===== src/rtl/pipe_ctrl_pkg.sv =====
// Shared types and encodings for the pipeline stage controller.
// Holds the FSM state encodings and the per-cycle control bundle.
package pipe_ctrl_pkg;

    localparam logic [1:0] PIPE_ST_RUN      = 2'd0;
    localparam logic [1:0] PIPE_ST_LSWAIT   = 2'd1;
    localparam logic [1:0] PIPE_ST_REDIRECT = 2'd2;

    typedef enum logic [1:0] {
        ST_RUN      = PIPE_ST_RUN,
        ST_LSWAIT   = PIPE_ST_LSWAIT,
        ST_REDIRECT = PIPE_ST_REDIRECT
    } state_t;

    typedef struct packed {
        logic if_en;
        logic id_en;
        logic ex_en;
        logic ls_en;
        logic id_flush;
        logic ex_flush;
        logic redirect;
    } ctrl_t;

endpackage


===== src/rtl/pipe_ctrl_dff.sv =====
// Asynchronous active-low reset D flip-flop, reset value zero.
// Ports: clk, rst_n, d[W] in; q[W] out.
module dff_ar #(
    parameter int W = 1
) (
    input  logic         clk,
    input  logic         rst_n,
    input  logic [W-1:0] d,
    output logic [W-1:0] q
);

    always_ff @(posedge clk or negedge rst_n) begin
        if (!rst_n) q <= '0;
        else        q <= d;
    end

endmodule


===== src/rtl/pipe_ctrl_hazard_detect.sv =====
// Load-use hazard comparator between the decode sources and the EX load.
// Ports: decode rs1/rs2 + read enables + valid, EX rd/wen/load/valid in; lu_hazard out.
module hazard_detect (
    input  logic       id_valid,
    input  logic [4:0] id_rs1,
    input  logic [4:0] id_rs2,
    input  logic       id_rs1_ren,
    input  logic       id_rs2_ren,
    input  logic       ex_valid,
    input  logic [4:0] ex_rd,
    input  logic       ex_wen,
    input  logic       ex_is_load,
    output logic       lu_hazard
);

    logic ex_ld;
    logic rs1_hit;
    logic rs2_hit;

    // x0 is never a real producer, so rd=0 cannot create a hazard
    assign ex_ld   = ex_valid & ex_is_load & ex_wen & (ex_rd != 5'd0);
    assign rs1_hit = id_rs1_ren & (id_rs1 == ex_rd);
    assign rs2_hit = id_rs2_ren & (id_rs2 == ex_rd);

    assign lu_hazard = ex_ld & id_valid & (rs1_hit | rs2_hit);

endmodule


===== src/rtl/pipe_ctrl_sat_counter.sv =====
// Saturating up-counter with asynchronous active-low reset.
// Ports: clk, rst_n, inc in; count[W] out (sticks at all-ones).
module sat_counter #(
    parameter int W = 32
) (
    input  logic         clk,
    input  logic         rst_n,
    input  logic         inc,
    output logic [W-1:0] count
);

    localparam logic [W-1:0] ONE = 1;

    always_ff @(posedge clk or negedge rst_n) begin
        if (!rst_n)                   count <= '0;
        else if (inc && count != '1)  count <= count + ONE;
    end

endmodule


===== src/rtl/pipe_ctrl.sv =====
// Stage-sequencing controller: enables, flushes, redirect, perf counters.
// Ports: hazard/LS/jump status in; stage enables, flushes, redirect, counters out.
module pipe_ctrl
    import pipe_ctrl_pkg::*;
#(
    parameter int CNT_LEN = 32
) (
    input  logic               clk,
    input  logic               rst_n,
    input  logic [4:0]         ID_rs1,
    input  logic [4:0]         ID_rs2,
    input  logic               ID_rs1_ren,
    input  logic               ID_rs2_ren,
    input  logic               IF_ID_reg_inst_valid,
    input  logic               ID_EX_reg_decode_valid,
    input  logic [4:0]         ID_EX_reg_rd,
    input  logic               ID_EX_reg_dest_wen,
    input  logic               ID_EX_reg_is_load,
    input  logic               EX_MON_reg_Jump_flag,
    input  logic               EX_LS_reg_execute_valid,
    input  logic               EX_LS_reg_is_mem,
    input  logic               ls_done,
    output logic               IF_reg_fetch_enable,
    output logic               ID_reg_decode_enable,
    output logic               EX_reg_execute_enable,
    output logic               LS_reg_enable,
    output logic               ID_flush,
    output logic               EX_flush,
    output logic               redirect_valid,
    output logic [CNT_LEN-1:0] stall_cnt,
    output logic [CNT_LEN-1:0] flush_cnt
);

    logic       mem_busy;
    logic       lu_hazard;
    logic [1:0] state_q;
    state_t     state;
    state_t     nxt;
    ctrl_t      c;

    assign mem_busy = EX_LS_reg_execute_valid & EX_LS_reg_is_mem & ~ls_done;

    hazard_detect u_hazard (
        .id_valid   (IF_ID_reg_inst_valid),
        .id_rs1     (ID_rs1),
        .id_rs2     (ID_rs2),
        .id_rs1_ren (ID_rs1_ren),
        .id_rs2_ren (ID_rs2_ren),
        .ex_valid   (ID_EX_reg_decode_valid),
        .ex_rd      (ID_EX_reg_rd),
        .ex_wen     (ID_EX_reg_dest_wen),
        .ex_is_load (ID_EX_reg_is_load),
        .lu_hazard  (lu_hazard)
    );

    dff_ar #(.W(2)) u_state (
        .clk   (clk),
        .rst_n (rst_n),
        .d     (nxt),
        .q     (state_q)
    );

    assign state = state_t'(state_q);

    // LSWAIT shares RUN's rules: once ls_done drops mem_busy, the
    // same priority chain decides, including a jump held in EX.
    always_comb begin
        c   = '0;
        nxt = ST_RUN;
        unique case (state)
            ST_RUN, ST_LSWAIT: begin
                if (mem_busy) begin
                    nxt = ST_LSWAIT;
                end else if (EX_MON_reg_Jump_flag) begin
                    c   = '1;
                    nxt = ST_REDIRECT;
                end else if (lu_hazard) begin
                    c.ex_en    = 1'b1;
                    c.ls_en    = 1'b1;
                    c.ex_flush = 1'b1;
                end else begin
                    c.if_en = 1'b1;
                    c.id_en = 1'b1;
                    c.ex_en = 1'b1;
                    c.ls_en = 1'b1;
                end
            end
            ST_REDIRECT: begin
                // EX holds a flushed bubble; only the wrong-path fetch is dropped
                c.if_en    = 1'b1;
                c.id_en    = 1'b1;
                c.ex_en    = 1'b1;
                c.ls_en    = 1'b1;
                c.id_flush = 1'b1;
                nxt        = mem_busy ? ST_LSWAIT : ST_RUN;
            end
            default: nxt = ST_RUN;
        endcase
    end

    assign IF_reg_fetch_enable   = c.if_en;
    assign ID_reg_decode_enable  = c.id_en;
    assign EX_reg_execute_enable = c.ex_en;
    assign LS_reg_enable         = c.ls_en;
    assign ID_flush              = c.id_flush;
    assign EX_flush              = c.ex_flush;
    assign redirect_valid        = c.redirect;

    // decode is held only by a freeze or by a load-use bubble
    sat_counter #(.W(CNT_LEN)) u_stall (
        .clk   (clk),
        .rst_n (rst_n),
        .inc   (~c.ex_en | ~c.id_en),
        .count (stall_cnt)
    );

    sat_counter #(.W(CNT_LEN)) u_flush (
        .clk   (clk),
        .rst_n (rst_n),
        .inc   (c.redirect),
        .count (flush_cnt)
    );

endmodule

===== config.mk =====
export PLATFORM = sky130hd
export DESIGN_NAME = pipe_ctrl
export DESIGN_NICKNAME = d
export VERILOG_FILES = /design/src/rtl/pipe_ctrl_pkg.sv /design/src/rtl/pipe_ctrl_dff.sv /design/src/rtl/pipe_ctrl_hazard_detect.sv /design/src/rtl/pipe_ctrl_sat_counter.sv /design/src/rtl/pipe_ctrl.sv
export SDC_FILE = /design/constraint.sdc
export NUM_CORES = 1
export LEC_CHECK = 0
export BUFFER_PORTS_ARGS = -buffer_cell sky130_fd_sc_hd__buf_2
export CAP_MARGIN = 0
export CORE_UTILIZATION = 35
export DETAILED_ROUTE_END_ITERATION = 8
export SLEW_MARGIN = 20
export SYNTH_ARGS = -nofsm -noshare
export SYNTH_HDL_FRONTEND = slang
export SYNTH_HIERARCHICAL = 1
export SYNTH_SLANG_ARGS = --single-unit

===== constraint.sdc =====
create_clock -name clk -period 5.05 [get_ports clk]
set_input_delay 1.01 -clock clk [delete_from_list [all_inputs] [get_ports clk]]
set_output_delay 1.01 -clock clk [all_outputs]
set_load 0.01 [all_outputs]

==> results of run 1 <==
## cell usage in the layout, fill, tap and decap left out, drive strengths merged
cell / Yosys / layout
nor2: 22 / 22
nand2: 34 / 34
nor4: 12 / 12
dfrtp: 66 / 66
xor2: 18 / 18
nor3: 12 / 12
or4: 4 / 4
a21oi: 4 / 4
nand3: 34 / 34
and3: 4 / 4
o31ai: 3 / 3
clkbuf: 2 / 11
clkinv: 0 / 2
nand4: 33 / 33
and3b: 1 / 1
nand2b: 2 / 2
buf: 5 / 98
xnor2: 50 / 50
a221oi: 1 / 1
inv: 2 / 2
o21ai: 2 / 2
clkinvlp: 0 / 1
o211ai: 4 / 4
and4: 8 / 8
nor2b: 3 / 3
bufinv: 0 / 2
o31a: 1 / 1
ha: 2 / 2
nand3b: 2 / 2
mux2: 4 / 4
a31oi: 2 / 2
a21boi: 1 / 1
## metal layers
metal | up-vias | wire, um | track usage
met5 | - | 0 | 0
met4 | 0 | 176 | 0.07582
met3 | 17 | 587 | 0.02780
met2 | 103 | 3901 | 0.2533
met1 | 1455 | 4171 | 0.2451
li1 | 1433 | - | -
## worst register-to-register path, stage by stage, from the launching register on
cell and delay (ns):
dfrtp_1 0.43, nand2b_1 0.20, nor2_1 0.43, and3_1 0.29, nor2b_1 0.60, nand4_1 0.19, nor4_2 0.20, xor2_1 0.19
## Yosys cell counts, drive strengths merged
library cell	instances
clkbuf	2
o31ai	3
mux2	4
nor3	12
nand4	33
or4	4
nand3	34
a21oi	4
dfrtp	66
o31a	1
nor4	12
a31oi	2
o211ai	4
xnor2	50
nor2b	3
a221oi	1
a21boi	1
nand2	34
nand2b	2
ha	2
nand3b	2
inv	2
nor2	22
and4	8
buf	5
xor2	18
o21ai	2
and3	4
and3b	1
## kinds of logic (layout without fill, tap and decap cells)
logic type | Yosys count | in the layout | share of synthesized area
simple gates | 171 | 171 | 0.2844
xor+xnor | 68 | 68 | 0.1681
flops | 66 | 66 | 0.4663
compound gates | 18 | 18 | 0.04345
buf+inv | 9 | 116 | 0.01801
mux | 4 | 4 | 0.01272
fa+ha+maj | 2 | 2 | 0.007064
## area by class of cell
type	instances	area, um^2
tap	133	166.4
sequential	66	1652
inverter	2	7.507
multi-input combinational	263	1827
clock buffer	11	141.4
timing repair buffer	98	493.0
clock inverter	5	77.57
fill	969	5410
## report_power, final
part	leakage (nW)	total (mW)	switching (mW)	internal, mW
Sequential	0.898	0.648	0.0737	0.574
Clock	0.109	0.496	0.206	0.290
Combinational	1.01	0.226	0.127	0.0992
## state kept, by name, summed over array words and instances, names as in the netlist
register and count:
u_state/q 2, u_flush/count 32, u_stall/count 32
## worst paths after layout
check | from | to | slack, ns | cells after the start
max in group asynchronous | rst_n | u_stall/count[3]$_DFFE_PN0P_ | 3.41 | 2
min reg2reg | u_state/q[0]$_DFF_PN0_ | u_state/q[0]$_DFF_PN0_ | 0.45 | 1
min in group asynchronous | rst_n | u_flush/count[18]$_DFFE_PN0P_ | 0.69 | 1
max reg2reg | u_state/q[1]$_DFF_PN0_ | u_flush/count[29]$_DFFE_PN0P_ | 2.45 | 7
max | ID_EX_reg_rd[1] | u_stall/count[29]$_DFFE_PN0P_ | 1.51 | 12
min | u_state/q[0]$_DFF_PN0_ | u_state/q[0]$_DFF_PN0_ | 0.45 | 1
## metrics by stage
stage                     cells  utilization  hold slack, ns  cell area [um^2]  worst slack [ns]
after floorplan             338            -          0.4219              3542             1.790
after global placement      562       0.4241          0.4344              4145             1.359
after detailed placement    562       0.4241          0.4431              4145             1.219
after CTS                   578       0.4465          0.4526              4364             1.571
after global routing        578       0.4465          0.4726              4364             1.310
final                       578       0.4465          0.4484              4364             1.507
==> run metrics, run 1 <==
global route overflow 0; Post-CTS Setup Inserts 0; Synth area leaders dfrtp_1 47%, xnor2_1 12%, nand4_1 5.5%, nand3_1 4.5%, xor2_1 4.5%; Root Buffer clkbuf_8; starting density of the core 0.3624; CTS buffer count 9; final slew viol count 0; Syn Area/Cell ~10 um^2; initial DRC count 126; Post-Synthesis Cells 338; number of global-route vias before repair between 2000 and 3000; Distinct cells, synth 39; worst skew pair latency 0.34 ns; initial antenna violation count 0; min cycle time layout roughly 3.5 ns; Worst-path clk slew 0.07 ns; Final setup viols 0; Synth top area share 0.4663; post-synthesis net count roughly 370; RSZ-0062 raised after global routing false; crit-path max cell delay approximately 0.48 ns; Final nets between 400 and 500; DR WL/cell roughly 15 um; hold_buf cts 0; Worst Path Class, Setup in2reg; Max Root-Sink Buffers 2; CP arrival approximately 3.8 ns; crit path max-delay cell type nor2b_1; layout cells sized above 1 0.3056; final hold violation count 0; Worst Setup End Kind register; largest net degree at the start of global routing 39; Final Skew 0.01077 ns; sum of negative setup slack 0 ns; GR Util All Layers 0.1709; Worst Path Max Fanout 7; FF+latch count, synth 66; die height 102.6 um; post-synthesis sequential area ratio 0.4663; # resized after CTS 0; Max VDD drop approximately 0.00013 V; Post-route DRC 0; DP Wirelength around 6.6 mm; DR vias between 3000 and 4000; PortBufs 97; Slew headroom 0.5273; Cell Chain, Critical Path buf_2, xor2_1, nor4_1, nand3_1, a221oi_2, nor2b_1, o31a_1, and3_1, nor2b_1, nand4_1, nor4_2, xor2_1; core area between 9000 and 10000 um^2; n_diodes 0; status complete, no violations; CTS tree yes; Final period util 0.7016; Setup crit start kind primary input; Antenna Nets Post-Route 0; vias per cell roughly 5.2; critical path required time ~5.3 ns; DIE WIDTH 102.6 um; # rows 36; worst hold path class reg2reg; FMAX about 0.28 GHz; worst slew pin tran 0.7076 ns; first-pass GRT wire length 13.68 mm; Pwr Density 313.8 nW/um^2; IO Pins 98; CTS H-tree lvls 3; Synth area leader dfrtp_1; Post-Synthesis Cell Area ~3500 um^2; die area between 10000 and 15000 um^2; placer congestion estimate just under 0.9; yosys warns 6; delay-heaviest family, CP simple AND/OR/NAND/NOR gates; Area Overhead vs Synth 23.21%; drt total wl between 8 and 9 mm; Tot Pwr approximately 1.4 mW; Pre-Repair DR Iteration Count 4; Max Cap Viol 0; leakage power just over 2 nW; clk sinks 66; CP bufs+invs 1
(Power assumes the default switching activity.)
==> inputs of run 2 (changes only) <==
--- a/config.mk
+++ b/config.mk
@@ -5,6 +5,7 @@
 export SDC_FILE = /design/constraint.sdc
 export NUM_CORES = 1
 export LEC_CHECK = 0
+export ABC_AREA = 1
 export BUFFER_PORTS_ARGS = -buffer_cell sky130_fd_sc_hd__buf_2
 export CAP_MARGIN = 0
 export CORE_UTILIZATION = 35
==> constraint.sdc (replaced) <==
create_clock -name clk -period 3.48 [get_ports clk]
set_input_delay 0.696 -clock clk [delete_from_list [all_inputs] [get_ports clk]]
set_output_delay 0.696 -clock clk [all_outputs]
set_load 0.01 [all_outputs]
==> run metrics, run 2 <==
Tot Pwr 2.190 mW; placer congestion estimate ~0.87; sum of negative setup slack 0 ns; Worst-path clk slew around 0.060 ns; layout cells sized above 1 0.1993; Pre-Repair DR Iteration Count 5; CTS tree yes; metal2 WL approximately 5.7 mm; Final setup viols 0; PortBufs between 90 and 100; yosys warns 6; list of most frequent post-synthesis cells 313 x nand2_1, 112 x nor2_1, 67 x inv_1; Syn Area/Cell 6.441 um^2; top-count cell post-synth nand2_1; starting density of the core 0.3609; mux share of post-synthesis cell area 0; DR vias about 4800; first-pass GRT wire length around 22 mm; Main synth FF type dfrtp_1; Post-Synthesis Cells around 750; drt total wl about 13 mm; status complete, no violations; switching power total roughly 0.62 mW; core area 13300 um^2; cell-internal power roughly 1.6 mW; most frequent cells in the layout 313 x nand2_1, 112 x nor2_1, 97 x buf_2; cell mode on critical path nand2_1; CTS buffer count 9; final hold violation count 0; Final nets between 800 and 900; vias per cell 4.707; Synth area leaders dfrtp_1 34%, nand2_1 24%, nor2_1 8.8%, inv_1 5.2%, nand3_1 4.9%; Sw Ratio 0.2818; DR WL/cell roughly 12 um; Distinct cells, synth 25; worst slew pin tran 0.5411 ns; global route overflow 0; xor/xnor cell area share of the yosys netlist 0.02920; Post-Synthesis Cell Area roughly 4800 um^2; Worst Path Max Fanout 6; Pwr Density 383.2 nW/um^2; final slew viol count 0; largest family of logic cells by synthesized area simple AND/OR/NAND/NOR gates; number of global-route vias before repair approximately 4400; Area Overhead vs Synth 19.11%; die area ~14000 um^2; worst hold path class in2async; Setup crit start kind primary input; min cycle time layout around 2.8 ns; crit path max-delay cell type nor2_1; Async SR Flop Fraction 1.000; FF+latch count, synth between 60 and 70; # resized after CTS 0; post-synthesis net count between 700 and 800; DP Wirelength around 9.9 mm; Final Skew approximately 0.0075 ns; filler cell count ~1400; Max VDD drop between 0.0002 and 0.0003 V; Comb power frac 0.145; Slew headroom 0.6393; hold_buf cts 0; clk sinks 66; Synth top area share 0.3442; Max Root-Sink Buffers 2; post-synthesis sequential area ratio 0.3442; Root Buffer clkbuf_16; Reg power frac 0.411; initial antenna violation count 0; post-synthesis adder-cell area fraction 0.005215; simple-gate share of the synthesized area 0.5168; Worst Path Class, Setup in2reg; GR Util All Layers 0.1931; Max Cap Viol 0; initial DRC count ~310; met3 WL between 500 and 600 um; top flop regs u_flush/count: 32 flops, u_stall/count: 32 flops, u_state/q: 2 flops; CP arrival 2.98 ns; critical path required time around 3.7 ns; n_diodes 0; clock share of power 0.444; Antenna Nets Post-Route 0; Post-route DRC 0; Worst Setup End Kind register; DR top layer met4; Cell Chain, Critical Path buf_2, inv_1, nor2_1, nor2_2, nand3_2, a21oi_2, nand2_1, nand2_1, nor2_2, nor2_2, inv_1, nor2_1, nand2_1, nor2_1, nand3_1, nand2_1, nand2_1; Post-synth EDFFs 0; Metal-1 WL 6.409 mm; Synth area leader dfrtp_1; crit-path max cell delay 0.33 ns; die height 119.1 um; commonest non-fill, non-tap cell in the layout nand2_1; Post-CTS Setup Inserts 0; CTS H-tree lvls 3; DIE WIDTH between 100 and 150 um; # rows 42; Final period util 0.7904; largest net degree at the start of global routing 45; RSZ-0062 raised after global routing false; worst skew pair latency about 0.34 ns; leakage power roughly 2.7 nW; Compound-Gate Fraction of Synth Area 0.02008; FMAX about 0.36 GHz; IO Pins a little under 100
[run 2: cell types whose count changed in the layout (fill, tap and decap cells not counted), sizes merged, moves of 7 or more]
cell / before / now
xnor2: 50 / 14
nand3b: 2 / 17
nand3: 34 / 50
xor2: 18 / 2
inv: 2 / 74
nor4: 12 / 0
and4: 8 / 0
nor3: 12 / 2
nor2: 22 / 132
o21ai: 2 / 9
nand4: 33 / 22
nand2: 34 / 336
[run 2: final timing paths]
path | start | to | slack [ns] | cells after the start
max | ID_EX_reg_rd[2] | u_stall/count[18]$_DFFE_PN0P_ | 0.73 | 17
min | rst_n | u_stall/count[20]$_DFFE_PN0P_ | 0.34 | 1
max reg2reg | u_state/q[1]$_DFF_PN0_ | u_stall/count[18]$_DFFE_PN0P_ | 1.36 | 11
min reg2reg | u_state/q[1]$_DFF_PN0_ | u_state/q[0]$_DFF_PN0_ | 0.47 | 1
max in group asynchronous | rst_n | u_flush/count[22]$_DFFE_PN0P_ | 2.50 | 2
min in group clk | u_state/q[1]$_DFF_PN0_ | u_state/q[0]$_DFF_PN0_ | 0.47 | 1
[run 2: kinds of logic (layout without fill, tap and decap cells)]
logic type,count (synthesis),in the layout
flip-flops,66,66
adder cells (fa/ha/maj),2,2
buffers and inverters,86,189
AO/OA/AOI/OAI,16,16
XOR/XNOR,16,16
AND/OR/NAND/NOR,559,559
[run 2: per-layer routing]
layer  up-vias  track usage
met5         -            0
met1      2163       0.2699
met3        12      0.03544
met2       130       0.3012
li1       2515            -
met4         0      0.05775
[run 2: worst max-delay path: cells and delay by family]
family / cells / cell delay [ns]
buffers and inverters: 3 / 0.36
AOI/OAI and AO/OA: 1 / 0.16
and+or+nand+nor: 13 / 1.76
[run 2: final cells by class]
class	count	area, um^2	share of cell area
Clock buffer	11	232.7	0.04072
Clock inverter	5	78.83	0.01379
Inverter	74	277.8	0.04860
Multi-Input combinational cell	593	2741	0.4796
Sequential cell	66	1652	0.2890
Tap cell	176	220.2	0.03853
Timing Repair Buffer	99	513.0	0.08975
[run 2: metrics by stage]
step                      hold slack, ns  utilization  cell area, um^2  cells  worst slack (ns)
final                             0.3365       0.4299             5715   1024            0.7292
after global routing              0.3789       0.4299             5715   1024            0.4416
after CTS                         0.3491       0.4299             5715   1024            0.8162
after detailed placement          0.4574       0.4065             5404   1008            0.4644
after global placement            0.4451       0.4065             5404   1008            0.5638
after floorplan                   0.4004            -             4798    745            0.9461
[run 2: power groups by stage]
stage,sequential [mW],clock [mW],combinational [mW]
after floorplan,0.923,0,0.182
after detailed placement,0.912,0,0.321
after global placement,0.912,0,0.319
after global routing,0.912,1.03,0.368
final,0.901,0.972,0.318
after CTS,0.899,1.00,0.323
==> inputs of run 3 (changes only) <==
--- a/config.mk
+++ b/config.mk
@@ -5,7 +5,7 @@
 export SDC_FILE = /design/constraint.sdc
 export NUM_CORES = 1
 export LEC_CHECK = 0
-export ABC_AREA = 1
+export ABC_AREA = 0
 export BUFFER_PORTS_ARGS = -buffer_cell sky130_fd_sc_hd__buf_2
 export CAP_MARGIN = 0
 export CORE_UTILIZATION = 35
==> constraint.sdc (replaced) <==
create_clock -name clk -period 2.3 [get_ports clk]
set_input_delay 0.46 -clock clk [delete_from_list [all_inputs] [get_ports clk]]
set_output_delay 0.46 -clock clk [all_outputs]
set_load 0.01 [all_outputs]
==> run metrics, run 3 (synthesized netlist as in run 1, its figures left out) <==
critical path required time between 2 and 3 ns; Final setup viols 32; Area Overhead vs Synth 35.54%; Worst-path clk slew roughly 0.070 ns; layout cells sized above 1 0.3983; Max Root-Sink Buffers 2; DIE WIDTH between 100 and 150 um; Post-Place Cells 588; leakage power 2.238 nW; worst slew pin tran a little over 0.4 ns; largest net degree at the start of global routing between 60 and 70; min cycle time layout approximately 2.5 ns; starting density of the core 0.3624; drt total wl a little over 9 mm; CP arrival between 2 and 3 ns; die area 10530 um^2; CTS H-tree lvls 3; Final period util 1.089; Pre-Repair DR Iteration Count 4; GR Util All Layers 0.1758; DP Wirelength ~6.5 mm; # rows 36; R2R setup slack 0.21 ns; die height slightly above 100 um; first-pass GRT wire length about 14 mm; Slew headroom 0.7285; Post-route DRC 0; status finished with violations; CTS buffer count 9; initial DRC count around 140; IO Pins 98; most frequent cells in the layout 93 x buf_2, 66 x dfrtp_1, 50 x xnor2_1; failing checks negative setup slack; n_diodes 0; clk sinks 66; Final nets 502; Worst Path Max Fanout 4; CTS tree yes; commonest non-fill, non-tap cell in the layout buf_2; worst skew pair latency approximately 0.34 ns; dpl cell area about 4400 um^2; worst setup margin -0.2054 ns; vias per cell slightly above 5; number of global-route vias before repair between 2000 and 3000; RSZ-0062 raised after global routing true; PortBufs a little under 100; FMAX 0.3991 GHz; top flop regs u_flush/count: 32 flops, u_stall/count: 32 flops, u_state/q: 2 flops; worst hold path class in2async; Pwr Density about 620 nW/um^2; Root Buffer clkbuf_8; Antenna Nets Post-Route 0; Max VDD drop approximately 0.00027 V; Tot Pwr between 2 and 3 mW; global route overflow 0; Non-Filler Instances between 600 and 700; initial antenna violation count 0; hold_buf cts 0; Worst R2R Path Depth 5; r2r endpoint u_stall/count[24]$_DFFE_PN0P_; DR WL/cell ~15 um; core area about 10000 um^2; DR vias 3129; hold slack between 0.1 and 0.15 ns; Max Cap Viol 0; final hold violation count 0; Setup crit start kind primary input; Worst Setup End Kind register; Reg2Reg Launch Point u_stall/count[4]$_DFFE_PN0P_; pre-CTS setup slack -0.6154 ns; post-route cell area 4801 um^2; Worst Path Class, Setup in2reg; final slew viol count 0; placer congestion estimate 0.7908; Final Skew ~0.0084 ns
## run 3: stage by stage
stage / setup TNS (ns) / util
after global placement: -13.95 / 0.4460
after floorplan: -4.402 / -
after global routing: -8.628 / 0.4912
after detailed placement: -15.41 / 0.4460
final: -3.882 / 0.4912
after CTS: -1.691 / 0.4768
## run 3: timing repair
action                     in CTS  in global routing
gates resized for setup        23                 22
setup endpoints to repair      30                 32
buffers inserted                2                  6
pin swaps                      21                 22
## run 3: area by class of cell
type                            count  area, um^2
Sequential cell                    66        1652
Fill cell                         919        4974
Timing Repair Buffer              131       808.3
Inverter                            2       7.507
Tap cell                          133       166.4
Clock inverter                      3       40.04
Clock buffer                       12       145.1
Multi-Input combinational cell    263        1982
## run 3: per-layer routing
| metal | up-vias | track usage | share of wire |
|---|---|---|---|
| met5 | - | 0 | 0 |
| met4 | 0 | 0.08462 | 0.018 |
| met1 | 1523 | 0.2269 | 0.46 |
| met3 | 16 | 0.04746 | 0.050 |
| li1 | 1501 | - | - |
| met2 | 89 | 0.2733 | 0.47 |
## run 3: report_power, final
group / internal, mW / leakage (nW) / switching [mW]
clock: 0.522 / 0.0962 / 0.427
sequential: 1.26 / 0.898 / 0.184
combinational: 0.290 / 1.24 / 0.316
## run 3: how the worst max path moves through the flow
stage | cells after the start | to | startpoint
6_report | 12 | u_stall/count[18]$_DFFE_PN0P_ | ID_EX_reg_rd[3]
5_1_grt | 13 | u_stall/count[29]$_DFFE_PN0P_ | ID_EX_reg_rd[3]
4_1_cts | 12 | u_stall/count[18]$_DFFE_PN0P_ | ID_EX_reg_rd[0]
3_5_place_dp | 12 | u_stall/count[25]$_DFFE_PN0P_ | ID_EX_reg_rd[2]
3_3_place_gp | 12 | u_stall/count[25]$_DFFE_PN0P_ | ID_EX_reg_rd[2]
2_1_floorplan | 12 | u_stall/count[29]$_DFFE_PN0P_ | ID_EX_reg_rd[2]
## run 3: critical path, cell delays in order
cell      delay (ns)
buf_8           0.10
xor2_1          0.15
nor4_1          0.28
nand3_1         0.14
a221oi_2        0.28
nor2b_4         0.20
o31a_1          0.19
buf_6           0.12
nand4_1         0.25
nor3_4          0.30
buf_4           0.16
xor2_1          0.14
